### config.mk
export PLATFORM = sky130hd
export DESIGN_NAME = mem_access_ctrl
export DESIGN_NICKNAME = d
export VERILOG_FILES = /design/src/rtl/memacc_pkg.sv /design/src/rtl/memacc_rr_pick.sv /design/src/rtl/mem_access_ctrl.sv
export SDC_FILE = /design/constraint.sdc
export NUM_CORES = 1
export LEC_CHECK = 0
export BUFFER_PORTS_ARGS = -buffer_cell sky130_fd_sc_hd__buf_2
export CORE_ASPECT_RATIO = 0.7
export CORE_MARGIN = 2
export CORE_UTILIZATION = 47
export CTS_CLUSTER_SIZE = 10
export DETAILED_ROUTE_END_ITERATION = 10
export PLACE_DENSITY_LB_ADDON = 0.15
export SKIP_CTS_REPAIR_TIMING = 1
export SYNTH_ARGS = -nofsm -noshare
export SYNTH_HDL_FRONTEND = slang
export SYNTH_HIERARCHICAL = 1
export SYNTH_SLANG_ARGS = --single-unit
### constraint.sdc
create_clock -name clk -period 2.9 [get_ports clk]
set_clock_uncertainty 0.15 [all_clocks]
set_input_delay 0.435 -clock clk [delete_from_list [all_inputs] [get_ports clk]]
set_output_delay 0.435 -clock clk [all_outputs]
set_load 0.005 [all_outputs]
### src/rtl/memacc_pkg.sv
// Shared types and constants for the memory access sequencer.
//
// Contents:
//   state_e       - sequencer states (IDLE / ACCESS / DONE)
//   owner_e       - access owner (fetch / data)
//   GNT_F_BIT,
//   GNT_D_BIT     - bit positions in the one-hot grant vector
//   CNT_W         - width of the memory latency wait counter
//   MEM_LAT_MAX   - largest latency the counter can hold
//   lat_load()    - converts the latency parameter to a counter load value
package memacc_pkg;

    typedef enum logic [1:0] {
        ST_IDLE   = 2'd0,
        ST_ACCESS = 2'd1,
        ST_DONE   = 2'd2
    } state_e;

    typedef enum logic {
        OWN_F = 1'b0,
        OWN_D = 1'b1
    } owner_e;

    localparam int unsigned GNT_F_BIT   = 0;
    localparam int unsigned GNT_D_BIT   = 1;

    localparam int unsigned CNT_W       = 4;
    localparam int          MEM_LAT_MAX = (1 << CNT_W) - 1;

    function automatic logic [CNT_W-1:0] lat_load(input int lat);
        return CNT_W'(lat);
    endfunction

endpackage

### src/rtl/memacc_rr_pick.sv
// Two-requester pick between instruction fetch and load/store.
//
// Build option: MEMACC_FETCH_PRIO_EN
//   defined   - fixed priority, fetch wins every tie, last_owner ignored
//   undefined - round-robin: a tie goes to the requester not granted last
//
// Ports:
//   f_req      in   fetch request
//   d_req      in   data request
//   last_owner in   owner of the most recent grant
//   gnt        out  one-hot grant, bit GNT_F_BIT = fetch, bit GNT_D_BIT = data
module memacc_rr_pick
    import memacc_pkg::*;
(
    input  logic       f_req,
    input  logic       d_req,
    input  owner_e     last_owner,
    output logic [1:0] gnt
);

`ifdef MEMACC_FETCH_PRIO_EN
    // Fixed priority does not need the history bit.
    logic unused_last_owner;
    assign unused_last_owner = last_owner;

    always_comb begin
        gnt            = 2'b00;
        gnt[GNT_F_BIT] = f_req;
        gnt[GNT_D_BIT] = d_req & ~f_req;
    end
`else
    always_comb begin
        gnt = 2'b00;
        if (f_req && d_req) begin
            if (last_owner == OWN_D) begin
                gnt[GNT_F_BIT] = 1'b1;
            end else begin
                gnt[GNT_D_BIT] = 1'b1;
            end
        end else begin
            gnt[GNT_F_BIT] = f_req;
            gnt[GNT_D_BIT] = d_req;
        end
    end
`endif

endmodule

### src/rtl/mem_access_ctrl.sv
// Sequencer/arbiter for the single-port data memory and the MD register.
// Shares the memory between instruction fetch and load/store, holds the
// address/write data stable for the whole access and pulses md_en once
// when read data is valid.
//
// Build option: MEMACC_FETCH_PRIO_EN (see memacc_rr_pick) selects fixed
// fetch priority instead of round-robin on ties.
//
// Parameters:
//   AW       address width
//   DW       data width
//   MEM_LAT  cycles from mem_en to valid mem_rd (1..15)
//
// Ports:
//   clk, rst_n               clock, async active-low reset
//   f_req, f_addr            fetch request (read only)
//   d_req, d_we, d_addr,
//   d_wdata                  load/store request
//   f_gnt, d_gnt             one-cycle grant pulses
//   f_done, d_done           one-cycle completion pulses
//   mem_en                   one-cycle memory strobe
//   mem_we, mem_addr,
//   mem_wdata                registered access attributes, held from grant
//                            until the next grant
//   mem_rd                   memory read data (consumed by the MD register)
//   md_en                    MD register capture enable
//   busy                     sequencer not idle
module mem_access_ctrl
    import memacc_pkg::*;
#(
    parameter int AW      = 16,
    parameter int DW      = 16,
    parameter int MEM_LAT = 1
) (
    input  logic          clk,
    input  logic          rst_n,
    input  logic          f_req,
    input  logic [AW-1:0] f_addr,
    input  logic          d_req,
    input  logic          d_we,
    input  logic [AW-1:0] d_addr,
    input  logic [DW-1:0] d_wdata,
    output logic          f_gnt,
    output logic          d_gnt,
    output logic          f_done,
    output logic          d_done,
    output logic          mem_en,
    output logic          mem_we,
    output logic [AW-1:0] mem_addr,
    output logic [DW-1:0] mem_wdata,
    input  logic [DW-1:0] mem_rd,
    output logic          md_en,
    output logic          busy
);

    if (MEM_LAT < 1 || MEM_LAT > MEM_LAT_MAX) begin : g_bad_mem_lat
        $error("mem_access_ctrl: MEM_LAT must be in 1..15");
    end

    localparam logic [CNT_W-1:0] LAT_LOAD = lat_load(MEM_LAT);

    // Read data goes straight from the memory into the MD register; the
    // port is here so the datapath wiring stays visible at this boundary.
    logic unused_mem_rd;
    assign unused_mem_rd = ^mem_rd;

    state_e           state_q, state_d;
    owner_e           last_owner_q, last_owner_d;
    logic [CNT_W-1:0] cnt_q, cnt_d;
    logic             f_gnt_q, f_gnt_d;
    logic             d_gnt_q, d_gnt_d;
    logic             f_done_q, f_done_d;
    logic             d_done_q, d_done_d;
    logic             mem_en_q, mem_en_d;
    logic             mem_we_q, mem_we_d;
    logic [AW-1:0]    mem_addr_q, mem_addr_d;
    logic [DW-1:0]    mem_wdata_q, mem_wdata_d;
    logic             md_en_q, md_en_d;
    logic             busy_q, busy_d;
    logic [1:0]       pick_gnt;

    memacc_rr_pick u_pick (
        .f_req      (f_req),
        .d_req      (d_req),
        .last_owner (last_owner_q),
        .gnt        (pick_gnt)
    );

    always_comb begin
        state_d      = state_q;
        last_owner_d = last_owner_q;
        cnt_d        = cnt_q;
        f_gnt_d      = 1'b0;
        d_gnt_d      = 1'b0;
        f_done_d     = 1'b0;
        d_done_d     = 1'b0;
        mem_en_d     = 1'b0;
        md_en_d      = 1'b0;
        mem_we_d     = mem_we_q;
        mem_addr_d   = mem_addr_q;
        mem_wdata_d  = mem_wdata_q;

        unique case (state_q)
            ST_IDLE: begin
                if (pick_gnt[GNT_F_BIT]) begin
                    state_d      = ST_ACCESS;
                    last_owner_d = OWN_F;
                    cnt_d        = LAT_LOAD;
                    f_gnt_d      = 1'b1;
                    mem_en_d     = 1'b1;
                    mem_we_d     = 1'b0;
                    mem_addr_d   = f_addr;
                    mem_wdata_d  = '0;
                end else if (pick_gnt[GNT_D_BIT]) begin
                    state_d      = ST_ACCESS;
                    last_owner_d = OWN_D;
                    cnt_d        = LAT_LOAD;
                    d_gnt_d      = 1'b1;
                    mem_en_d     = 1'b1;
                    mem_we_d     = d_we;
                    mem_addr_d   = d_addr;
                    mem_wdata_d  = d_wdata;
                end
            end
            ST_ACCESS: begin
                // Counter holds MEM_LAT in the first ACCESS cycle, so DONE
                // lands exactly MEM_LAT cycles after mem_en.
                cnt_d = cnt_q - CNT_W'(1);
                if (cnt_d == '0) begin
                    state_d = ST_DONE;
                    if (last_owner_q == OWN_F) begin
                        f_done_d = 1'b1;
                    end else begin
                        d_done_d = 1'b1;
                    end
                    md_en_d = ~mem_we_q;
                end
            end
            ST_DONE: begin
                state_d = ST_IDLE;
            end
            default: begin
                state_d = ST_IDLE;
            end
        endcase

        busy_d = (state_d != ST_IDLE);
    end

    always_ff @(posedge clk or negedge rst_n) begin
        if (!rst_n) begin
            state_q      <= ST_IDLE;
            last_owner_q <= OWN_D;
            cnt_q        <= '0;
            f_gnt_q      <= 1'b0;
            d_gnt_q      <= 1'b0;
            f_done_q     <= 1'b0;
            d_done_q     <= 1'b0;
            mem_en_q     <= 1'b0;
            mem_we_q     <= 1'b0;
            mem_addr_q   <= '0;
            mem_wdata_q  <= '0;
            md_en_q      <= 1'b0;
            busy_q       <= 1'b0;
        end else begin
            state_q      <= state_d;
            last_owner_q <= last_owner_d;
            cnt_q        <= cnt_d;
            f_gnt_q      <= f_gnt_d;
            d_gnt_q      <= d_gnt_d;
            f_done_q     <= f_done_d;
            d_done_q     <= d_done_d;
            mem_en_q     <= mem_en_d;
            mem_we_q     <= mem_we_d;
            mem_addr_q   <= mem_addr_d;
            mem_wdata_q  <= mem_wdata_d;
            md_en_q      <= md_en_d;
            busy_q       <= busy_d;
        end
    end

    assign f_gnt     = f_gnt_q;
    assign d_gnt     = d_gnt_q;
    assign f_done    = f_done_q;
    assign d_done    = d_done_q;
    assign mem_en    = mem_en_q;
    assign mem_we    = mem_we_q;
    assign mem_addr  = mem_addr_q;
    assign mem_wdata = mem_wdata_q;
    assign md_en     = md_en_q;
    assign busy      = busy_q;

endmodule
==> results of run 1 <==
-- cells by family after synthesis --
family                   count (synthesis)  synth area share [%]
AO/OA/AOI/OAI                           43                  15.0
XOR/XNOR                                 1                 0.452
adder cells (fa/ha/maj)                  2                  1.29
buffers and inverters                   14                  3.81
flip-flops                              47                  60.7
multiplexers                            18                  9.35
AND/OR/NAND/NOR                         37                  9.36
-- final cells by class --
type                    count  area (um2)  share of cell area, %
inverters                   5        18.8                  0.725
clock inverters             2        60.1                   2.32
multi-input cells         101         699                   27.0
clock buffers               6        72.6                   2.80
repair buffers             95         495                   19.1
flip-flops and latches     47        1180                   45.5
well taps                  52        65.1                   2.51
-- routing by layer --
metal / global-route usage, % / part of all wire, %
met3: 5.76 / 7.2
met5: 0 / 0
met1: 24.6 / 46
met2: 28.1 / 45
met4: 6.54 / 1.3
-- flip-flops by register name (all words and copies together), names as in the netlist --
register,flops
busy,1
state_q,2
f_gnt,1
md_en,1
mem_wdata,16
last_owner_q,1
d_gnt,1
f_done,1
mem_addr,16
mem_we,1
d_done,1
cnt_q,4
mem_en,1
-- path summary, 6_finish.rpt --
kind	end	slack, ns	cells after the start
min reg2reg	md_en	0.32	1
min	mem_wdata[4]	0.15	1
max reg2reg	mem_wdata[12]	0.82	5
max	mem_wdata[12]	0.82	5
max in group asynchronous	md_en	1.85	1
min in group clk	mem_wdata[7]	0.20	2
-- worst max-delay path, cell delays in order, from the launching register on --
cell,delay [ns]
dfstp_2,0.58
inv_1,0.06
a21boi_2,0.42
o21ai_4,0.28
buf_12,0.24
a22o_1,0.23
-- synthesized netlist by cell type, drive strengths merged (2+ instances only) --
master / number
nand2: 20
mux2i: 17
nor2: 6
a21boi: 2
a22o: 17
dfrtp: 46
a21oi: 2
nor3: 3
buf: 7
nand3: 2
o21ai: 20
inv: 5
ha: 2
clkbuf: 2
-- through the flow --
stage               total power [mW]  cell area (um2)  instances
global placement                2.06             2460        300
finish                          2.62             2590        308
CTS                             2.66             2590        308
detailed placement              2.09             2460        300
floorplan                       1.68             1940        162
global route                    2.83             2590        308
-- power breakdown --
part	switching (mW)	internal, mW
sequential	0.167	0.940
clock	0.209	0.344
combinational	0.485	0.472
==> metrics.csv, run 1 <==
stage,metric,value,unit
layout,area_growth,33.5,%
floorplan,pin_count,109,
synth,postSynthAreaPerCell,12.0,um2
floorplan,core,3950,um2
synth,yosysWarningCount,6,
floorplan,dieArea,4660,um2
global_route,antenna_found_initial,0,
pwr,power.density,1010,nW/um2
floorplan,initial_core_util,49.1,%
setup_path,critPathLaunchType,flip-flop,
cts,cts_buffer_depth,2,
sta,setup_tns,0,ns
cts,cts_tree,yes,
pwr,vdd_drop_max,0.000551,V
global_route,grt_remaining_overflow,0,
layout,layout.nets,326,
sta,setup-violations-final,0,
sta,final.period_utilization,71.6,%
pwr,power_leakage,1.40,nW
route,antenna_left,0,
route,dr.first_iter.drc_count,40,
layout,final_common_cell,buf_2,
route,route.vias.total,1488,
synth,netlist_instances,162,
route,wire_per_inst,12.6,um
global_route,grt_max_degree,48,
placement,place_congestion,0.707,
sta,rsz0062_at_grt,no,
cts,cts_htree_levels,2,
route,dr.pass1.iters,4,
setup_path,path_class,flip-flop to flip-flop,
placement,dp_hpwl,2.82,mm
synth,syn-cell-area,1940,um2
placement,place_worst_setup_slack,0.816,ns
run,maxCapViolations,0,
cts,insertion_delay,0.29,ns
cts,cts.sink_count,47,
synth,ys_top_cells_by_area,"dfrtp_1 (59%), mux2i_1 (8.8%), a22o_1 (7.7%), o21ai_0 (4.9%), nand2_1 (3.9%)",
synth,synth_edf_count,0,
layout,final_cell_mix,"buf_2 (92), dfrtp_1 (46), nand2_1 (20), o21ai_0 (19)",
route,wirelength,3.89,mm
floorplan,rows,19,
setup_path,cp.required,2.94,ns
sta,relSlewSlack,34.5,%
layout,drive_above_1_share,42.2,%
sta,fmax,482,MHz
layout,fin_util,65.6,%
global_route,grtUsageTotal,18.2,%
sta,setup_ws,0.823,ns
layout,insertedDiodeCount,0,
layout,fill_cells,337,
synth,synth_area_leader_cell,dfrtp_1,
sta,worst_pin_slew,0.982,ns
sta,worst_hold_slack,0.148,ns
route,route.detailed.drc,0,
synth,synthesis.nets,233,
synth,synthArstFlopShare,100,%
setup_path,cp-end-kind,flip-flop,
setup_path,cp.arrival,2.12,ns
cts,cts_buffers,5,
cts,clkSlewWorstSetupHoldPaths,0.09,ns
global_route,grt_pass1_vias,1388,
hold_path,min_path_type,primary input to asynchronous set/reset pin,
cts,cts-root-buf,clkbuf_8,
sta,slew_violations,0,
synth,synth_top_cell_area_share,59.4,%
global_route,grt_pass1_wl,6.33,mm
route,post_drt_via_cell_ratio,4.83,
floorplan,die_height,57.7,um
synth,synth-seq-cells,47,
synth,synth_flop_cell,dfrtp_1,
synth,seq_area_frac_synth,60.7,%
synth,synth_cell_types,28,
placement,io_buffers,92,
run_status,status,"finished, final reports clean",
setup_path,path_max_fanout,32,
sta,min_period,2.08,ns
sta,hold_viol,0,
floorplan,die_x,80.8,um
setup_path,r2r-start,last_owner_q,
setup_path,crit_start,last_owner_q,
Note: power is estimated with default switching activity, not from simulation.
==> run 2, diff against run 1 <==
--- a/config.mk
+++ b/config.mk
@@ -8,7 +8,7 @@
 export BUFFER_PORTS_ARGS = -buffer_cell sky130_fd_sc_hd__buf_2
 export CORE_ASPECT_RATIO = 0.7
 export CORE_MARGIN = 2
-export CORE_UTILIZATION = 47
+export CORE_UTILIZATION = 39
 export CTS_CLUSTER_SIZE = 10
 export DETAILED_ROUTE_END_ITERATION = 10
 export PLACE_DENSITY_LB_ADDON = 0.15
==> constraint.sdc (replaced) <==
create_clock -name clk -period 1.7 [get_ports clk]
set_clock_uncertainty 0.15 [all_clocks]
set_input_delay 0.255 -clock clk [delete_from_list [all_inputs] [get_ports clk]]
set_output_delay 0.255 -clock clk [all_outputs]
set_load 0.005 [all_outputs]
==> run 2 against run 1 <==
Compared with the run above: highest routed layer unchanged; clock power grew 14%; via count grew 4.2%; critical path depth grew 1; non-clock buffer count grew 17; die area grew 19%; sequential share of layout area shrank 2.8 points; final cell count grew 11%.
==> metrics.csv, run 2 (synthesis gave the netlist of run 1 again) <==
stage,metric,value,unit,change
setup_path,critPathMaxStageDelay,0.57,ns,about the same
floorplan,die_x,88.3,um,+9.3%
placement,place_congestion,0.718,,+1.6%
placement,post-place-cells,331,,+10%
layout,layout.cells.non_filler,342,,+11%
setup_path,cp.required,1.73,ns,-1.21 ns
setup_path,cp.arrival,1.72,ns,-0.40 ns
floorplan,rows,21,,+2
placement,dp_hpwl,3.19,mm,+13%
floorplan,dieArea,5560,um2,+19%
cts,cts_htree_levels,2,,unchanged
setup_path,crit_slowest_cell,dfstp_2,,
setup_path,path_class,flip-flop to flip-flop,,
route,route.vias.total,1550,,+4.2%
global_route,grt_pass1_vias,1522,,+9.7%
route,dr.first_iter.drc_count,55,,+38%
sta,final.period_utilization,99.5,%,+28 points
run_status,status,"finished, final reports clean",,
hold_path,min_path_type,primary input to flip-flop,,
setup_path,path_max_fanout,8,,-75%
global_route,grt_pass1_wl,7.16,mm,+13%
layout,area_growth,42.3,%,
floorplan,initial_core_util,40.6,%,-8.6 points
placement,io_buffers,92,,unchanged
layout,layout.nets,343,,+5.2%
sta,worst_hold_slack,0.0301,ns,-0.118 ns
floorplan,core,4780,um2,+21%
floorplan,pin_count,109,,unchanged
run,maxCapViolations,0,,unchanged
sta,slew_violations,0,,unchanged
cts,cts-root-buf,clkbuf_8,,
cts,clkSlewWorstSetupHoldPaths,0.09,ns,about the same
sta,setup_ws,0.00916,ns,-0.814 ns
layout,final_cell_mix,"buf_2 (92), dfrtp_1 (46), nand2_1 (19), o21ai_0 (18)",,
sta,setup_tns,0,ns,unchanged
sta,min_period,1.69,ns,-0.386 ns
sta,rsz0062_at_grt,yes,,
layout,final_cell_area,2760,um2,+6.6%
floorplan,die_height,63,um,+9.1%
route,wire_per_inst,12.5,um,-0.91%
route,route.detailed.drc,0,,unchanged
pwr,vdd_drop_max,0.000651,V,+18%
route,antenna_left,0,,unchanged
cts,cts_buffers,5,,unchanged
layout,drive_above_1_share,47.3,%,+5.1 points
placement,dpl_cell_area,2580,um2,+5.1%
setup_path,cp-end-kind,flip-flop,,
global_route,grt_remaining_overflow,0,,unchanged
route,post_drt_via_cell_ratio,4.53,,-6.2%
layout,insertedDiodeCount,0,,unchanged
layout,fin_util,57.7,%,-7.9 points
placement,place_worst_setup_slack,-0.0184,ns,-0.834 ns
route,dr.pass1.iters,4,,unchanged
global_route,grt_max_degree,24,,-50%
cts,cts_tree,yes,,
layout,final_common_cell,buf_2,,
sta,worst_pin_slew,0.388,ns,-0.594 ns
setup_path,worstPathCellList,a21boi_1 -> buf_4 -> o21ai_4 -> buf_12 -> nand2_2 -> mux2_4,,
sta,fmax,591,MHz,+23%
sta,setup-violations-final,0,,unchanged
pwr,power_leakage,1.49,nW,+6.3%
sta,hold_viol,0,,unchanged
cts,insertion_delay,0.29,ns,about the same
pwr,fin_total_pwr,4.54,mW,+74%
sta,relSlewSlack,74.1,%,+40 points
cts,cts_buffer_depth,2,,unchanged
global_route,antenna_found_initial,0,,unchanged
cts,cts.sink_count,47,,unchanged
setup_path,critPathLaunchType,flip-flop,,
pwr,power.density,1650,nW/um2,+63%
route,wirelength,4.28,mm,+10%
global_route,grtUsageTotal,16.5,%,-1.7 points
-- run 2: cell count changes in the layout (fill, tap and decap cells not counted), moves of 2 or more --
cell | previous run | this run
clkinv_2 | 0 | 3
bufinv_16 | 2 | 0
buf_6 | 0 | 4
buf_4 | 2 | 12
-- run 2: worst paths after layout --
| kind | end | cells after the start | from | slack, ns |
|---|---|---|---|---|
| min in group asynchronous | mem_addr[12] | 2 | rst_n | 0.13 |
| max in group asynchronous | last_owner_q | 3 | rst_n | 0.77 |
| hold / removal | mem_wdata[14] | 2 | d_wdata[14] | 0.03 |
| setup / recovery | cnt_q[0] | 6 | last_owner_q | 0.009 |
| setup reg to reg | cnt_q[0] | 6 | last_owner_q | 0.009 |
| hold reg to reg | md_en | 1 | mem_we | 0.33 |
-- run 2: cell type report --
| cell class | instances | area, um2 |
|---|---|---|
| Fill cell | 444 | 2020 |
| Sequential cell | 47 | 1180 |
| Multi-Input combinational cell | 101 | 732 |
| Timing Repair Buffer | 112 | 661 |
| Tap cell | 69 | 86.3 |
| Clock buffer | 5 | 68.8 |
| Inverter | 5 | 18.8 |
| Clock inverter | 3 | 15.0 |
-- run 2: power breakdown --
part | internal [mW] | switching (mW)
clock network | 0.282 | 0.351
registers | 1.60 | 0.259
logic | 1.07 | 0.974
total | 2.96 | 1.58
-- run 2: worst max-delay path, delay by kind of cell (launching register included) --
| family | cells | cell delay, ns |
|---|---|---|
| AO/OA/AOI/OAI | 2 | 0.24 |
| buffers and inverters | 2 | 0.30 |
| flip-flops | 1 | 0.57 |
| multiplexers | 1 | 0.27 |
| AND/OR/NAND/NOR | 1 | 0.06 |
-- run 2: per-layer routing --
layer  vias to the layer above  GRT usage (%)  routed length, um
met2                        36           23.9               1950
met3                         4           5.28                206
met5                         -              0                  0
met1                       729           24.1               2080
met4                         0           3.98                 46
li1                        781              -                  -
